`config.mk`:
```
export PLATFORM = sky130hd
export DESIGN_NAME = writeback_commit_unit_l4
export DESIGN_NICKNAME = d
export VERILOG_FILES = /design/src/rtl/writeback_commit_unit_l4.sv
export SDC_FILE = /design/constraint.sdc
export NUM_CORES = 2
export LEC_CHECK = 0
export BUFFER_PORTS_ARGS = -buffer_cell sky130_fd_sc_hd__buf_2
export CAP_MARGIN = 20
export CORE_MARGIN = 2
export CORE_UTILIZATION = 52
export DETAILED_ROUTE_END_ITERATION = 10
export PLACE_DENSITY_LB_ADDON = 0.12
export SKIP_CTS_REPAIR_TIMING = 1
export SYNTH_ARGS = -nofsm -noshare
export SYNTH_HDL_FRONTEND = slang
export SYNTH_SLANG_ARGS = --single-unit
```
`constraint.sdc`:
```
create_clock -name clk -period 7.4 [get_ports clk]
set_input_delay 0.74 -clock clk [delete_from_list [all_inputs] [get_ports clk]]
set_output_delay 0.74 -clock clk [all_outputs]
set_load 0.05 [all_outputs]
```
`src/rtl/writeback_commit_unit_l4.sv`:
```
// writeback_commit_unit_l4: per-pipe writeback completion plus in-order reorder-buffer commit
module writeback_commit_unit_l4 #(
    parameter int p_num_pipes      = 2,
    parameter int p_seq_num_bits   = 5,
    parameter int p_phys_addr_bits = 6,
    parameter int p_commit_width   = 2
) (
    input  logic                                        clk,
    input  logic                                        rst,
    input  logic [p_num_pipes-1:0]                      ex_val,
    output logic [p_num_pipes-1:0]                      ex_rdy,
    input  logic [p_num_pipes*32-1:0]                   ex_pc,
    input  logic [p_num_pipes*p_seq_num_bits-1:0]       ex_seq_num,
    input  logic [p_num_pipes*5-1:0]                    ex_waddr,
    input  logic [p_num_pipes*32-1:0]                   ex_wdata,
    input  logic [p_num_pipes-1:0]                      ex_wen,
    input  logic [p_num_pipes*p_phys_addr_bits-1:0]     ex_preg,
    input  logic [p_num_pipes*p_phys_addr_bits-1:0]     ex_ppreg,
    output logic [p_num_pipes-1:0]                      complete_val,
    output logic [p_num_pipes*p_seq_num_bits-1:0]       complete_seq_num,
    output logic [p_num_pipes*5-1:0]                    complete_waddr,
    output logic [p_num_pipes*32-1:0]                   complete_wdata,
    output logic [p_num_pipes-1:0]                      complete_wen,
    output logic [p_num_pipes*p_phys_addr_bits-1:0]     complete_preg,
    output logic [p_commit_width-1:0]                   commit_val,
    output logic [p_commit_width*32-1:0]                commit_pc,
    output logic [p_commit_width*p_seq_num_bits-1:0]    commit_seq_num,
    output logic [p_commit_width*5-1:0]                 commit_waddr,
    output logic [p_commit_width*32-1:0]                commit_wdata,
    output logic [p_commit_width-1:0]                   commit_wen,
    output logic [p_commit_width*p_phys_addr_bits-1:0]  commit_ppreg
);
    localparam int P = p_num_pipes;
    localparam int S = p_seq_num_bits;
    localparam int A = p_phys_addr_bits;
    localparam int W = p_commit_width;
    localparam int D = 1 << S;

    logic [P-1:0]    in_val;
    logic [P*32-1:0] in_pc;
    logic [P*32-1:0] in_wdata;
    logic [P*S-1:0]  in_seq;
    logic [P*5-1:0]  in_waddr;
    logic [P-1:0]    in_wen;
    logic [P*A-1:0]  in_ppreg;

    logic [D-1:0]    rob_val;
    logic [D-1:0]    rob_wen;
    logic [31:0]     rob_pc [D];
    logic [31:0]     rob_wdata [D];
    logic [4:0]      rob_waddr [D];
    logic [A-1:0]    rob_ppreg [D];

    logic [S-1:0]    head;
    logic [S-1:0]    commit_cnt;
    logic [S-1:0]    cidx [W];
    logic            run;

    assign ex_rdy           = {P{rst}};
    assign complete_val     = ex_val & ex_rdy;
    assign complete_seq_num = ex_seq_num;
    assign complete_waddr   = ex_waddr;
    assign complete_wdata   = ex_wdata;
    assign complete_preg    = ex_preg;

    for (genvar i = 0; i < P; i++) begin : g_complete
        assign complete_wen[i] = ex_wen[i] & |ex_waddr[5*i +: 5];
    end

    for (genvar k = 0; k < W; k++) begin : g_commit
        assign cidx[k]                  = head + S'(k);
        assign commit_pc[32*k +: 32]    = rob_pc[cidx[k]];
        assign commit_seq_num[S*k +: S] = cidx[k];
        assign commit_waddr[5*k +: 5]   = rob_waddr[cidx[k]];
        assign commit_wdata[32*k +: 32] = rob_wdata[cidx[k]];
        assign commit_wen[k]            = rob_wen[cidx[k]];
        assign commit_ppreg[A*k +: A]   = rob_ppreg[cidx[k]];
    end

    // a lane commits only if every older slot from head up to it is valid
    always_comb begin
        run        = rst;
        commit_cnt = '0;
        commit_val = '0;
        for (int k = 0; k < W; k++) begin
            run           = run & rob_val[cidx[k]];
            commit_val[k] = run;
            commit_cnt    = commit_cnt + S'(run);
        end
    end

    always_ff @(posedge clk) begin
        in_pc    <= ex_pc;
        in_wdata <= ex_wdata;
        in_seq   <= ex_seq_num;
        in_waddr <= ex_waddr;
        in_wen   <= ex_wen;
        in_ppreg <= ex_ppreg;
        if (!rst) begin
            head    <= '0;
            rob_val <= '0;
            in_val  <= '0;
        end else begin
            in_val <= ex_val;
            head   <= head + commit_cnt;
            for (int k = 0; k < W; k++)
                if (commit_val[k]) rob_val[cidx[k]] <= 1'b0;
            for (int i = 0; i < P; i++) begin
                if (in_val[i]) begin
                    rob_val[in_seq[S*i +: S]]   <= 1'b1;
                    rob_pc[in_seq[S*i +: S]]    <= in_pc[32*i +: 32];
                    rob_wdata[in_seq[S*i +: S]] <= in_wdata[32*i +: 32];
                    rob_waddr[in_seq[S*i +: S]] <= in_waddr[5*i +: 5];
                    rob_wen[in_seq[S*i +: S]]   <= in_wen[i] & |in_waddr[5*i +: 5];
                    rob_ppreg[in_seq[S*i +: S]] <= in_ppreg[A*i +: A];
                end
            end
        end
    end
endmodule

```
==> results.py <==
metrics = {
    "yosys": {
        "syn_nets": 9227,
        "netlist_instances": 9043,
        "ys_seq_area_share_pct": 52.45,
        "ys_ff_latch": 2633,
        "syn_area_um2": 146900,
        "synthArstFlopShare_pct": 0,
        "synth_flop_cell": "edfxtp_1",
        "syn_area_per_cell_um2": 16.24,
        "ys_warn_count": 0,
        "synthDistinctLibCells": 69,
        "synth_edf_count": 2432,
    },
    "global_route": {
        "grt_pass1_wl_mm": 771.4,
        "overflow": 0,
        "grt_pass1_vias": 95060,
        "antenna_found_initial": 37,
        "grt_max_degree": 133,
        "grtUsageTotal_pct": 38.73,
    },
    "sta": {
        "max_freq_mhz": 154.8,
        "final-setup-viol-count": 0,
        "fin_crit_sh_pct": 87.32,
        "tightest_slew_ns": 1.276,
        "period_needed_ns": 6.462,
        "maxSlewViolCount": 0,
        "maxSlewHeadroom_pct": 14.93,
        "hold_viol": 1,
        "fin_skew_ns": 0.03446,
        "whs_ns": -0.002230,
        "fin_setup_tns_ns": 0,
        "rsz0062_at_grt": "no",
    },
    "worst_setup_path": {
        "crit_path_start_kind": "flip-flop",
        "slowest_stage": "dfxtp_4",
        "cp-end-kind": "primary output",
        "cpLargestDelayFamily": "buffers and inverters",
        "max_stage_delay_ns": 0.85,
        "crit_type": "reg2out",
        "critical_path_required_ns": 6.66,
        "crit_arrival_ns": 5.72,
        "path_cells": "buf_12 > buf_4 > buf_4 > mux4_2 > a222oi_1 > a31oi_1 > a221o_1 > buf_2",
        "path_common_cell": "buf_4",
        "rr_worst_depth": 14,
        "crit_fanout": 110,
        "path_depth": 8,
        "critPathBufInv": 4,
    },
    "detailed_routing": {
        "drc": 0,
        "dr.max_layer_used": "met5",
        "drt-pass1-iter-count": 8,
        "drt_wl_total_mm": 566.6,
        "wire_per_inst_um": 43.96,
        "vias_per_cell": 7.666,
        "met2WireLength_mm": 246.1,
        "wl_met1_mm": 204.7,
        "vias": 98810,
        "wl_met3_mm": 84.63,
        "first_iter_violations": 17720,
        "ant_nets": 0,
    },
    "cts": {
        "htreeDepth": 5,
        "cts_root_buf": "clkbuf_16",
        "cts.sinks": 2633,
        "ctsLongestPathBuffers": 4,
        "path_clk_slew_ns": 0.06,
        "cts_tree": "built",
        "insertion_delay_ns": 0.94,
        "cts-buffers-inserted": 302,
    },
    "floorplan": {
        "core.rowCount": 195,
        "initial_core_util_pct": 52.17,
        "ioPinCount": 444,
        "die-area_um2": 286800,
        "die_width_um": 535.5,
        "core_um2": 281600,
        "dieHeight_um": 535.5,
    },
    "power": {
        "pwr-share-clk_pct": 44.0,
        "power.share.sequential_pct": 48.8,
        "swShare_pct": 24.09,
        "p_sw_mw": 8.268,
        "p_per_area_nw_per_um2": 210.7,
        "power.total_mw": 34.33,
        "p_int_mw": 26.06,
        "peakVddDrop_uv": 181.3,
        "leakage_nw": 51.67,
        "power_frac_comb_pct": 7.2,
    },
    "hold_path": {
        "hold_path_depth": 1,
        "hold_path.class": "in2reg",
    },
    "placed_design": {
        "dpl.cell_count": 12170,
        "placed_cell_area_um2": 151300,
        "dp_hpwl_mm": 285.2,
        "port_buffers": 419,
        "routabilityCongestion": 0.8770,
    },
    "cells_and_area": {
        "syn_to_final_growth_pct": 10.91,
        "nNetsFinal": 9072,
        "final_layout_size_suffix_gt1_share_pct": 53.28,
        "final_area_um2": 162900,
        "fin_cells": 12890,
    },
    "status": {
        "violations": "negative hold slack",
        "status": "complete, but fails checks",
    },
    "job": {
        "maxCapViolations": 0,
    },
}
kinds of logic (layout without fill, tap and decap cells):
group | Yosys count | after routing | share of synthesized area (%)
multiplexers | 3682 | 3682 | 37.67
other | 0 | 8 | 0
adder cells (fa/ha/maj) | 6 | 6 | 0.05110
flip-flops | 2633 | 2633 | 52.45
XOR/XNOR | 6 | 6 | 0.04089
AND/OR/NAND/NOR | 684 | 684 | 2.300
AO/OA/AOI/OAI | 747 | 747 | 3.671
buffers and inverters | 1285 | 1380 | 3.808
metrics by stage:
stage / hold slack [ns] / util (%) / worst slack (ns)
floorplan: 0.4792 / - / 1.547
global placement: 0.5038 / 53.73 / 1.881
detailed placement: 0.5107 / 53.74 / 1.846
CTS: -0.1396 / 57.20 / 0.8460
global route: 0.0001071 / 57.86 / 0.6087
finish: -0.002230 / 57.87 / 0.9384
flip-flops by register name (all words and copies together) (netlist names):
signal and count:
in_waddr 10, rob_wen 32, in_seq 10, in_pc 64
rob_wdata 1024, in_val 2, rob_val 32, rob_waddr 160
rob_pc 1024, in_ppreg 12, in_wen 2, in_wdata 64
head 5, rob_ppreg 192
cell usage after synthesis (21+ instances only):
cell type	count	area [um2]
a221oi_1	26	227.7
nand3_1	32	160.2
nand2_1	295	1107
dfxtp_1	201	4024
buf_1	52	195.2
buf_2	139	695.7
nand4_1	90	563.0
nor3b_1	21	157.7
mux2_2	2412	27160
o211ai_1	38	285.3
clkbuf_1	932	3498
buf_4	145	1089
nor2b_1	21	131.4
a222oi_1	35	350.3
or4_1	26	195.2
mux4_2	1236	27840
a22oi_1	376	2823
edfxtp_1	2432	73030
o21bai_1	30	225.2
mux2i_1	33	330.3
nor4_1	32	200.2
a21oi_1	127	635.6
a211oi_1	23	172.7
nor2_1	91	341.6
cell type report:
type | instances | area [um2]
flip-flops and latches | 2633 | 77060
diodes | 8 | 20.02
fillers | 21560 | 118600
clock inverters | 111 | 1007
clock buffers | 443 | 8726
well taps | 3743 | 4683
repair buffers | 816 | 6337
inverters | 10 | 45.04
multi-input cells | 5125 | 65040
power by group through the flow:
| stage | combinational (mW) | sequential (mW) | clock (mW) |
|---|---|---|---|
| after floorplan | 1.84 | 16.8 | 0 |
| after global placement | 2.26 | 17.1 | 0 |
| after detailed placement | 2.30 | 17.1 | 0 |
| after CTS | 2.31 | 16.8 | 15.1 |
| after global routing | 2.57 | 16.8 | 15.7 |
| final | 2.49 | 16.8 | 15.1 |
layout by cell type, fill, tap and decap left out, types with 16 or more instances in the layout:
cell / synthesis / final
a22oi_1: 376 / 376
a31oi_1: 16 / 16
edfxtp_1: 2432 / 2432
nand3b_1: 16 / 16
or4_1: 26 / 26
a221oi_1: 26 / 26
nand2_4: 0 / 23
buf_12: 0 / 44
buf_2: 139 / 418
nor2b_1: 21 / 21
nor2_1: 91 / 66
dlygate4sd3_1: 0 / 134
buf_4: 145 / 200
nor4_1: 32 / 32
buf_16: 0 / 18
dfxtp_1: 201 / 199
mux2i_1: 33 / 33
mux2_2: 2412 / 2412
and3_1: 18 / 17
nand2_1: 295 / 272
o21bai_1: 30 / 30
o211ai_1: 38 / 38
a21oi_1: 127 / 115
nor3b_1: 21 / 16
a222oi_1: 35 / 35
nor2_4: 0 / 27
clkinv_1: 1 / 27
a211oi_1: 23 / 23
clkbuf_8: 0 / 32
nand4_1: 90 / 90
clkbuf_1: 932 / 94
nand3_1: 32 / 22
clkinv_2: 0 / 53
mux4_2: 1236 / 1236
clkbuf_16: 0 / 317
layer usage:
metal	track usage, %	vias up
li1	-	36670
met2	55.89	8804
met5	0	-
met4	18.71	26
met3	11.80	1674
met1	53.57	51640
worst paths after layout:
check,startpoint,end,slack [ns]
max,head[0],commit_pc[37],0.94
min,ex_pc[4],in_pc[4],-0.002
max reg2reg,head[0],head[4],2.12
min reg2reg,rob_val[23],rob_val[23],0.52
Power figures use the tool's default switching activity.
